**src/rtl/ndn_spi_packet_receiver.sv**
```systemverilog
// ndn_spi_packet_receiver
//  Slave-side deserializer for the NDN SPI packet stream. mosi is sampled on
//  every clk edge, framed as start bit / meta / prefix / tail / end bit, and
//  each completed byte is queued in an output FIFO. The FIFO feeds a
//  valid/ready byte stream with SOF/EOF markers.
//  Optional build macro RX_STATS_EN adds saturating packet/error counters.
module ndn_spi_packet_receiver #(
    parameter int PREFIX_BYTES = 8,
    parameter int LMP_BYTES    = 8,
    parameter int DATA_BYTES   = 32,
    parameter int FIFO_DEPTH   = 16
) (
    input  logic        clk,
    input  logic        rst,
    input  logic        cs,
    input  logic        mosi,
    output logic [7:0]  out_byte,
    output logic        out_sof,
    output logic        out_eof,
    output logic        out_valid,
    input  logic        out_ready,
    output logic        out_is_interest,
    output logic        frame_err,
    output logic        overflow,
    input  logic        ovf_clr
`ifdef RX_STATS_EN
    ,
    output logic [15:0] stat_interest,
    output logic [15:0] stat_data,
    output logic [15:0] stat_err
`endif
);

    localparam int AW    = $clog2(FIFO_DEPTH);
    localparam int MAXB0 = (PREFIX_BYTES > LMP_BYTES) ? PREFIX_BYTES : LMP_BYTES;
    localparam int MAXB  = (MAXB0 > DATA_BYTES) ? MAXB0 : DATA_BYTES;
    localparam int CW    = $clog2(MAXB) + 1;

    localparam logic [2:0] S_IDLE   = 3'd0;
    localparam logic [2:0] S_META   = 3'd1;
    localparam logic [2:0] S_PREFIX = 3'd2;
    localparam logic [2:0] S_TAIL   = 3'd3;
    localparam logic [2:0] S_STOP   = 3'd4;
    localparam logic [2:0] S_GAP    = 3'd5;

    logic [2:0]    state;
    logic [2:0]    bit_cnt;
    logic [CW-1:0] byte_cnt;
    logic [6:0]    shreg;

    logic [7:0]    byte_now;
    logic          in_byte_state;
    logic          busy;
    logic          abort;
    logic          last_bit;

    // push stage: byte completing on this edge, with its markers
    logic          vld_p0;
    logic [9:0]    ent_p0;

    logic [9:0]    mem [FIFO_DEPTH];
    logic [AW:0]   wptr;
    logic [AW:0]   rptr;
    logic          empty;
    logic          full;
    logic          pop;
    logic          wr_en;
    logic          drop;
    logic [9:0]    head;

    // Framing decode: current bit completes a byte when the bit counter reaches 0
    always_comb begin
        byte_now      = {shreg, mosi};
        in_byte_state = (state == S_META) || (state == S_PREFIX) || (state == S_TAIL);
        busy          = in_byte_state || (state == S_STOP);
        abort         = busy && cs;
        last_bit      = (bit_cnt == 3'd0);
        vld_p0        = in_byte_state && !cs && last_bit;
        ent_p0        = {(state == S_META),
                         (state == S_TAIL) && (byte_cnt == '0),
                         byte_now};
    end

    // Serial shift register; holds the 7 most recent bits of the byte in flight
    always_ff @(posedge clk) begin
        shreg <= byte_now[6:0];
    end

    // Packet framing FSM: field sequencing, abort on cs, end-bit check
    always_ff @(posedge clk or negedge rst) begin
        if (!rst) begin
            state           <= S_IDLE;
            bit_cnt         <= 3'd7;
            byte_cnt        <= '0;
            frame_err       <= 1'b0;
            out_is_interest <= 1'b0;
        end else begin
            frame_err <= 1'b0;
            if (abort) begin
                frame_err <= 1'b1;
                state     <= S_IDLE;
            end else begin
                case (state)
                    S_IDLE: begin
                        if (!cs && !mosi) begin
                            state   <= S_META;
                            bit_cnt <= 3'd7;
                        end
                    end
                    S_META, S_PREFIX, S_TAIL: begin
                        bit_cnt <= bit_cnt - 3'd1;
                        if (last_bit) begin
                            case (state)
                                S_META: begin
                                    out_is_interest <= byte_now[6];
                                    byte_cnt        <= CW'(PREFIX_BYTES - 1);
                                    state           <= S_PREFIX;
                                end
                                S_PREFIX: begin
                                    if (byte_cnt == '0) begin
                                        byte_cnt <= out_is_interest ? CW'(LMP_BYTES - 1)
                                                                    : CW'(DATA_BYTES - 1);
                                        state    <= S_TAIL;
                                    end else begin
                                        byte_cnt <= byte_cnt - 1'b1;
                                    end
                                end
                                default: begin
                                    if (byte_cnt == '0) begin
                                        state <= S_STOP;
                                    end else begin
                                        byte_cnt <= byte_cnt - 1'b1;
                                    end
                                end
                            endcase
                        end
                    end
                    S_STOP: begin
                        // end bit must be low; GAP then waits for mosi high so
                        // this low bit is never mistaken for a start bit
                        frame_err <= mosi;
                        state     <= S_GAP;
                    end
                    S_GAP: begin
                        if (mosi) begin
                            state <= S_IDLE;
                        end
                    end
                    default: state <= S_IDLE;
                endcase
            end
        end
    end

    // FIFO status; a pop frees a slot for a push on the same edge
    always_comb begin
        empty = (wptr == rptr);
        full  = (wptr[AW] != rptr[AW]) && (wptr[AW-1:0] == rptr[AW-1:0]);
        pop   = !empty && out_ready;
        wr_en = vld_p0 && (!full || pop);
        drop  = vld_p0 && full && !pop;
        head  = mem[rptr[AW-1:0]];
    end

    // FIFO storage write
    always_ff @(posedge clk) begin
        if (wr_en) begin
            mem[wptr[AW-1:0]] <= ent_p0;
        end
    end

    // FIFO pointers and sticky overflow flag (a new drop wins over ovf_clr)
    always_ff @(posedge clk or negedge rst) begin
        if (!rst) begin
            wptr     <= '0;
            rptr     <= '0;
            overflow <= 1'b0;
        end else begin
            if (wr_en) begin
                wptr <= wptr + 1'b1;
            end
            if (pop) begin
                rptr <= rptr + 1'b1;
            end
            if (drop) begin
                overflow <= 1'b1;
            end else if (ovf_clr) begin
                overflow <= 1'b0;
            end
        end
    end

    // Output stream; zeroed while empty so stale storage never shows
    always_comb begin
        out_valid = !empty;
        out_sof   = !empty && head[9];
        out_eof   = !empty && head[8];
        out_byte  = empty ? 8'h00 : head[7:0];
    end

`ifdef RX_STATS_EN
    function automatic logic [15:0] sat_inc(input logic [15:0] v);
        return (v == 16'hFFFF) ? v : v + 16'd1;
    endfunction

    // Packet and error statistics, saturating at 16'hFFFF
    always_ff @(posedge clk or negedge rst) begin
        if (!rst) begin
            stat_interest <= '0;
            stat_data     <= '0;
            stat_err      <= '0;
        end else begin
            if (vld_p0 && ent_p0[8]) begin
                if (out_is_interest) begin
                    stat_interest <= sat_inc(stat_interest);
                end else begin
                    stat_data <= sat_inc(stat_data);
                end
            end
            if (frame_err) begin
                stat_err <= sat_inc(stat_err);
            end
        end
    end
`endif

endmodule

```
**config.mk**
```make
export PLATFORM = sky130hd
export DESIGN_NAME = ndn_spi_packet_receiver
export DESIGN_NICKNAME = d
export VERILOG_FILES = /design/src/rtl/ndn_spi_packet_receiver.sv
export SDC_FILE = /design/constraint.sdc
export NUM_CORES = 1
export LEC_CHECK = 0
export BUFFER_PORTS_ARGS = -buffer_cell sky130_fd_sc_hd__buf_2
export CORE_MARGIN = 2
export CORE_UTILIZATION = 60
export CTS_BUF_LIST = sky130_fd_sc_hd__clkbuf_16
export DETAILED_ROUTE_END_ITERATION = 16
export HOLD_SLACK_MARGIN = 0.06
export PLACE_DENSITY_LB_ADDON = 0.25
export SLEW_MARGIN = 10
export SYNTH_ARGS = -nofsm -noshare
export SYNTH_HDL_FRONTEND = slang
export SYNTH_SLANG_ARGS = --single-unit
```
**constraint.sdc**
```tcl
create_clock -name clk -period 4.77 [get_ports clk]
set_clock_uncertainty 0.15 [all_clocks]
set_input_delay 0.954 -clock clk [delete_from_list [all_inputs] [get_ports clk]]
set_output_delay 0.954 -clock clk [all_outputs]
set_load 0.02 [all_outputs]
```
==> impl.org, run 1 <==
** Floorplan
- Pin placement for this block handled 20 I/O pins.
- The floorplan step defined a die boundary enclosing 0.0140 mm^2.
- Starting density of the core :: 0.618
- Overall die width :: ~120 um
- The die is roughly 120 um tall.
- Row cnt :: between 40 and 50
- Core ar. :: about 0.013 mm^2

** Run
- Across the run, the number of max-cap violations was 0.

** Global route
- The first global-routing pass estimated ~23 mm of wire.
- Summed over all layers, the global routing overflow is 0.
- In the global route stage, overall resource usage came out at 0.224.
- The initial antenna violation count was 0.
- Vias in the first global route :: roughly 4000
- Entering global routing, the biggest net connects 44 pins.

** Clock network
- Clock Tree Root :: clkbuf_16
- The clock net in this run drives a total of between 150 and 200 sinks.
- Clock slew seen by the registers of the worst setup and hold paths :: roughly 0.060 ns
- TritonCTS built the clock tree.
- The H-tree was split into 4 levels.
- Post-CTS Hold Buffers :: 0
- Insertion delay to the later sink of the worst-skew pair :: roughly 0.43 ns
- Post-CTS timing repair inserted 0 buffers for setup.
- Number of gates given a new drive strength after cts :: 0
- CTS buffer count :: 17
- Clk buf depth :: 2

** STA
- Final Cycle Share :: 0.805
- RSZ-0062 raised after global routing :: no
- The max-slew violation count was 0.
- Hold Vio Cnt, Final :: 0
- Tmin final :: about 3.8 ns
- Measured against its own limit, the worst slew margin works out to 0.286.
- Smallest hold slack :: about 0.34 ns
- In the final timing run, aggregate negative setup slack is 0 ns.
- Final count of negative-setup-slack endpoints :: 0
- Maximum operating frequency :: around 0.26 GHz
- Worst-margin pin slew :: about 1.1 ns

** Synth
- Post-synthesis average cell area :: 18.1 um^2
- Synthesis produced a netlist whose cell count is 432.
- Yosys mapped a number of flops with a built-in enable equal to 160.
- FF+latch count, synth :: between 150 and 200
- Synth cell types :: between 50 and 60
- Post-synth ARST share :: 0.130
- Number of nets produced by synthesis :: around 450
- In the synthesized netlist the dominant register cell turns out to be edfxtp_1.
- Of the synthesized area, sequential elements account for 0.712.
- Share of the synthesized area in the top cell type :: 0.613
- Sorting the synthesized cells by area gives the leading types as edfxtp_1 61%, mux4_2 12%, dfrtp_1 7.0%, a22oi_1 1.9%, dfxtp_1 1.8%.
- The Yosys step of the flow raised 0 warnings.
- The synthesized netlist occupies a cell area of roughly 0.008 mm^2.
- The synthesized design spends more area on one cell type than any other, namely edfxtp_1.

** Drt
- 1st-iter DRT viols :: 446
- DR vias :: around 4000
- Detail-routed via count per cell :: ~6.3
- Wire per inst :: between 20 and 25 um
- First-pass detailed-route iteration total :: 5
- Once detail routing completed, the nets flagged for antenna violations numbered 0.
- Wire length reported by the detailed router :: approximately 15 mm
- Number of remaining DRC errors :: 0

** Pwr
- Switching share of power :: 0.293
- Portion of total power attributed to sequential cells :: 0.417
- Leakage power total :: 2.98 nW
- IR analysis of the VDD net gives a maximum drop of around 0.00047 V.
- Combinational group share of total power :: 0.261
- Dividing total power by cell area gives a power density of 568 mW/mm^2.
- Internal power component :: approximately 0.0035 W
- For this design the total switching power over the nets is between 0.001 and 0.0015 W.
- Clk pwr share :: 0.321

** Cells and area
- Leaving out fill and tap cells, the most frequent cells in the layout are 160 x edfxtp_1, 40 x mux4_2, 20 x a22oi_1, 20 x dfrtp_1, 19 x buf_2.
- Layout Nets :: 464
- Post-route standard cell area excluding fillers :: between 0.008 and 0.009 mm^2
- Area growth from synthesis to layout :: 11.5%
- The repair_antennas step left the layout with diodes totalling 0.
- Most common cell after layout, fill and taps aside :: edfxtp_1
- In the final layout, the share of cells above drive strength 1 is 0.229.

** Hold path
- In this run the worst hold path is classified as reg -> reg.
- In this run the most critical hold path is launched from wptr[4].
- Number of cells on the worst hold path :: 1

** Critical path
- RR Startpoint :: bit_cnt[0]
- Worst Setup Path Type :: reg -> out
- For the worst setup path, the data required time is ~3.7 ns.
- Kind of capture point of the worst setup path :: primary output
- STA puts the critical path data arrival time at 2.73 ns.
- The number of cells on the worst reg-to-reg path is 6.
- The critical path starts at rptr[0].
- Critical path launch point type :: register
- Along the worst path, the maximum fanout reaches 13.

** Placement
- Cell area after placement :: roughly 0.0081 mm^2
- HPWL after DPL :: between 8 and 9 mm
- GPL Wtd Cong :: between 0.9 and 1
- Port buffering added 19 buffers.

** Status
- The flow ran to the end, and the final reports show no timing, DRC or antenna violations.
## cell type report
type                       count  area, um^2
sequential                   192        5580
fill                         806        3940
clock buffer                  17         425
tap                          172         215
multi-input combinational    204        2110
inverter                      12        45.0
clock inverter                15         248
timing repair buffer          22         118
## sequential cells by signal, summed over array words and instances, names as in the netlist
| register | cells |
|---|---|
| mem | 160 |
| shreg | 7 |
| byte_cnt | 6 |
| rptr | 5 |
| wptr | 5 |
| bit_cnt | 3 |
| state | 3 |
| frame_err | 1 |
| out_is_interest | 1 |
| overflow | 1 |
## power by group through the flow
stage | clock (W) | combinational [W] | sequential [W]
6_report | 0.00159 | 0.00130 | 0.00207
5_1_grt | 0.00167 | 0.00140 | 0.00209
4_1_cts | 0.00161 | 0.00131 | 0.00207
3_5_place_dp | 0 | 0.00130 | 0.00210
3_3_place_gp | 0 | 0.00128 | 0.00209
2_1_floorplan | 0 | 0.00105 | 0.00201
## cell families (layout without fill, tap and decap cells)
group	count (synthesis)	in the layout	share of synthesized area
XOR/XNOR	13	13	0.0145
AND/OR/NAND/NOR	73	73	0.0599
AO/OA/AOI/OAI	66	66	0.0607
multiplexers	43	43	0.119
buffers and inverters	36	66	0.0195
adder cells (fa/ha/maj)	9	9	0.0144
flip-flops	192	192	0.712
## routing by layer
layer | wire [um] | GRT usage | vias up
li1 | - | - | 1763
met1 | 6080 | 0.298 | 2093
met2 | 7680 | 0.375 | 124
met3 | 649 | 0.0415 | 23
met4 | 240 | 0.0798 | 0
met5 | 0 | 0 | -
## cell usage after synthesis (2+ instances only)
cell / number
buf_1: 2
inv_1: 12
a211oi_1: 4
o31ai_1: 3
mux2_2: 2
a2bb2oi_1: 3
dfstp_2: 3
dfrtp_1: 22
xnor2_1: 2
nor3b_1: 2
mux4_2: 40
or3_1: 3
nand2b_1: 2
o21ai_0: 6
ha_1: 9
dfxtp_1: 7
a21boi_0: 2
o211ai_1: 2
xor2_1: 11
clkbuf_1: 13
edfxtp_1: 160
nand3_1: 5
nand2_1: 4
and3_1: 14
o22a_1: 2
a21oi_1: 16
nor2_1: 14
nor3_1: 2
a22oi_1: 20
nor2b_1: 7
buf_2: 8
and2_1: 7
## final timing paths
path | slack [ns] | endpoint
worst min-delay path | 0.34 | wptr[4]
worst max register to register | 1.86 | mem[12][1]
max in group asynchronous | 3.71 | rptr[0]
worst max-delay path | 0.93 | out_eof
min in group asynchronous | 0.36 | state[2]
worst min register to register | 0.34 | wptr[4]
## critical path, cell delays in order, from the launching register on
cell,delay [ns]
dfrtp_2,0.56
xor2_1,0.24
nor4_4,0.61
and2_1,0.55
a21oi_1,0.15
buf_2,0.20
## metrics by stage
stage	setup slack [ns]	instances	utilization	power, W
6_report	0.932	634	0.689	0.00496
4_1_cts	0.925	634	0.689	0.00499
3_5_place_dp	1.38	602	0.636	0.00340
5_1_grt	0.809	634	0.689	0.00516
3_3_place_gp	1.43	602	0.636	0.00338
2_1_floorplan	1.94	432	-	0.00306
Power figures use the tool's default switching activity.
==> inputs of run 2 (changes only) <==
--- a/config.mk
+++ b/config.mk
@@ -7,7 +7,7 @@
 export LEC_CHECK = 0
 export BUFFER_PORTS_ARGS = -buffer_cell sky130_fd_sc_hd__buf_2
 export CORE_MARGIN = 2
-export CORE_UTILIZATION = 60
+export CORE_UTILIZATION = 56
 export CTS_BUF_LIST = sky130_fd_sc_hd__clkbuf_16
 export DETAILED_ROUTE_END_ITERATION = 16
 export HOLD_SLACK_MARGIN = 0.06
==> constraint.sdc (replaced) <==
create_clock -name clk -period 3.26 [get_ports clk]
set_clock_uncertainty 0.15 [all_clocks]
set_input_delay 0.652 -clock clk [delete_from_list [all_inputs] [get_ports clk]]
set_output_delay 0.652 -clock clk [all_outputs]
set_load 0.02 [all_outputs]
==> run 2 against run 1 <==
  * Hold slack worse by 0.27 ns
  * Final cell count rose by 3.9%
  * Wire length increased by 4.9%
  * Sequential share of layout area shrank 0.51 points
  * Global-route usage is 0.15 points higher
  * Die area up 6.9%
  * Power increased by 43%
  * Via count increased by 2.4%
  * Sequential cell count stayed put
  * Design area increased by 0.80%
  * Setup slack lost 0.80 ns
==> impl.org, run 2 (synthesis results as in run 1) <==
** Status
- The flow ran to the end, and the final reports show no timing, DRC or antenna violations.

** Clock network
- CTS buffer count :: 17
- The root buffer cell chosen for the clock tree is clkbuf_16.
- H-tree Lvls :: 4
- Clk buf depth :: 2
- Sink count of the clock tree :: 192
- Clock latency on the worst-skew pair, taken at its later pin, is approximately 0.42 ns.
- TritonCTS clock tree :: built
- Clock slew seen by the registers of the worst setup and hold paths :: ~0.06 ns

** Critical path
- Crit path required time :: 2.46 ns
- Grouping stages by cell kind, the critical path spends the most delay in multiplexers.
- In this run the worst path has a maximum fanout of 20.
- Data arrival time of the critical path :: about 2.3 ns
- Kind of capture point of the worst setup path :: primary output
- Worst Setup Path Type :: reg -> out
- CP max stage cell :: mux4_2
- STA classifies the critical path startpoint as a register.
- Cell-by-cell trace of the critical path :: buf_16 > mux4_2 > a22oi_1 > a21oi_1 > buf_2
- Together, buffers and inverters on the worst path number 2.
- Critical Path Max Stage Delay :: 0.55 ns

** Placement
- The congestion estimate from routability-driven global placement came to between 0.7 and 0.8.
- In this run the tool buffered the top-level ports with 19 buffer cells.
- HPWL after DPL :: 9.58 mm
- Instance count after placement with tap cells included :: ~630

** Pwr
- Combinational group share of total power :: 0.298
- Summed over all cells, the static leakage comes to 3.02 nW.
- Dividing total power by cell area gives a power density of about 800 mW/mm^2.
- In this run the power spent charging and discharging nets is between 0.002 and 0.0025 W.
- Highest ir drop seen on vdd :: about 0.00057 V
- Clk pwr share :: 0.276
- The share of total power dissipated in sequential elements is 0.426.
- Internal power component :: 0.00486 W
- Switching share of power :: 0.313

** Cells and area
- Seq. cell area :: about 0.0056 mm^2
- The register with the most flip-flops in the layout has 160 of them.
- In the final layout, the share of cells above drive strength 1 is 0.257.
- Area growth from synthesis to layout :: 12.4%
- The count of cells in the finished layout, fillers not included, comes to around 660.
- The repair_antennas step left the layout with diodes totalling 0.
- The library cells used most frequently in the layout, excluding fill and tap cells, are 160 x edfxtp_1, 40 x mux4_2, 20 x a22oi_1, 20 x dfrtp_1, 19 x buf_2.
- Area occupied by multi-input gates :: about 0.0021 mm^2
- Most common cell after layout, fill and taps aside :: edfxtp_1
- The layout has roughly 1000 filler cells.
- For this run, the post-layout net count is slightly below 500.

** STA
- Final count of negative-setup-slack endpoints :: 0
- The max-slew violation count came to 0.
- The number of endpoints with negative hold slack in the final report is 0.
- The worst path needs 3.13 ns of the cycle, external delays included.
- Worst-margin pin slew :: 0.769 ns
- In this run the tightest slew margin relative to its limit is 0.487.
- Maximum operating frequency :: approximately 0.32 GHz
- Setup total negative slack on the finished layout was measured at 0 ns.
- Of the available clock period, the critical path in the final layout requires 0.959.
- RSZ-0062 raised after global routing :: no

** Drt
- Number of antenna-violating nets in the routed design :: 0
- In the final routed layout, each cell accounts on average for 23.3 um.
- First-pass detailed-route iteration total :: 4
- For this run, design rule violations remaining after detail routing come to 0.
- After detailed routing, the number of vias per cell comes to 6.22.
- Wires add up to between 15 and 20 mm.
- The first routing iteration left 430 violations.
- DR vias :: 4100

** Run
- Maximum capacitance violations :: 0

** Global route
- After global routing the overflow that remains totals 0.
- Number of antenna violations at the first check in global routing :: 0
- Vias in the first global route :: slightly above 4000
- Global routing usage summed across all routing layers :: 0.226
- Maximum number of pins on one net before global-route repair :: 44
- The first global-routing pass estimated approximately 24 mm of wire.

** Floorplan
- Row cnt :: 43
- Measured along the y axis, the die boundary spans 122 um.
- For this design the top-level I/O count stands at 20.
- In this run the standard cell core region covers about 0.014 mm^2.
- The die covers 0.0149 mm^2.
- In this run the horizontal extent of the chip is between 100 and 150 um.
- Starting density of the core :: 0.569

** Hold path
- Class of the most critical hold timing path :: in -> async
-- run 2: cell types whose count changed in the layout (fill, tap and decap cells not counted), sizes merged --
cell,before,now
buf,22,38
bufinv,7,2
clkinvlp,0,3
clkbuf,17,18
clkinv,6,8
-- run 2: cell type report --
| class | count | share of cell area |
|---|---|---|
| inverters | 12 | 0.00512 |
| repair buffers | 39 | 0.0335 |
| well taps | 180 | 0.0256 |
| multi-input cells | 204 | 0.239 |
| clock inverters | 15 | 0.0146 |
| flip-flops and latches | 192 | 0.633 |
| clock buffers | 17 | 0.0483 |
-- run 2: worst paths after layout --
path / endpoint / cells past startpoint / startpoint / slack (ns)
setup / recovery: out_eof / 5 / rptr[0] / 0.13
hold / removal: out_is_interest / 1 / rst / 0.06
setup reg to reg: mem[10][4] / 7 / bit_cnt[0] / 0.65
hold reg to reg: rptr[4] / 1 / rptr[4] / 0.34
max in group asynchronous: rptr[1] / 1 / rst / 2.49
min in group clk: overflow / 2 / ovf_clr / 0.26
-- run 2: repair_timing --
item	CTS	global route
hold buffers	0	0
setup endpoints to repair	1	11
endpoints found under the hold margin	0	0
buffers inserted	0	1
resized for setup	1	1
cloned	0	1
-- run 2: power groups by stage --
| stage | Sequential, W | Clock, W | Combinational (W) |
|---|---|---|---|
| after floorplan | 0.00294 | 0 | 0.00154 |
| after global placement | 0.00304 | 0 | 0.00203 |
| after detailed placement | 0.00305 | 0 | 0.00205 |
| after CTS | 0.00300 | 0.00198 | 0.00207 |
| after global routing | 0.00304 | 0.00208 | 0.00227 |
| final | 0.00301 | 0.00195 | 0.00211 |
-- run 2: stage by stage --
stage	total power (W)	utilization	hold slack [ns]	cell area, um^2	setup WS (ns)
6_report	0.00707	0.639	0.0649	8800	0.135
5_1_grt	0.00739	0.639	0.112	8800	0.00272
4_1_cts	0.00705	0.637	0.0686	8770	0.00209
3_5_place_dp	0.00511	0.596	0.332	8210	0.420
3_3_place_gp	0.00507	0.596	0.329	8210	0.468
2_1_floorplan	0.00448	-	0.206	7830	0.729
-- run 2: worst register-to-register path, stage by stage, from the launching register on --
cell and delay (ns):
dfstp_2 0.37, inv_1 0.08, ha_1 0.18, nor4b_4 0.33, nand2_2 0.13, a21oi_2 0.24
buf_4 0.20, and3_1 0.55
-- run 2: metal layers --
| layer | global-route usage | up-vias | wire [um] |
|---|---|---|---|
| met2 | 0.331 | 156 | 7400 |
| li1 | - | 1794 | - |
| met1 | 0.331 | 2129 | 6650 |
| met3 | 0.0595 | 21 | 1100 |
| met5 | 0 | - | 0 |
| met4 | 0.0812 | 0 | 217 |
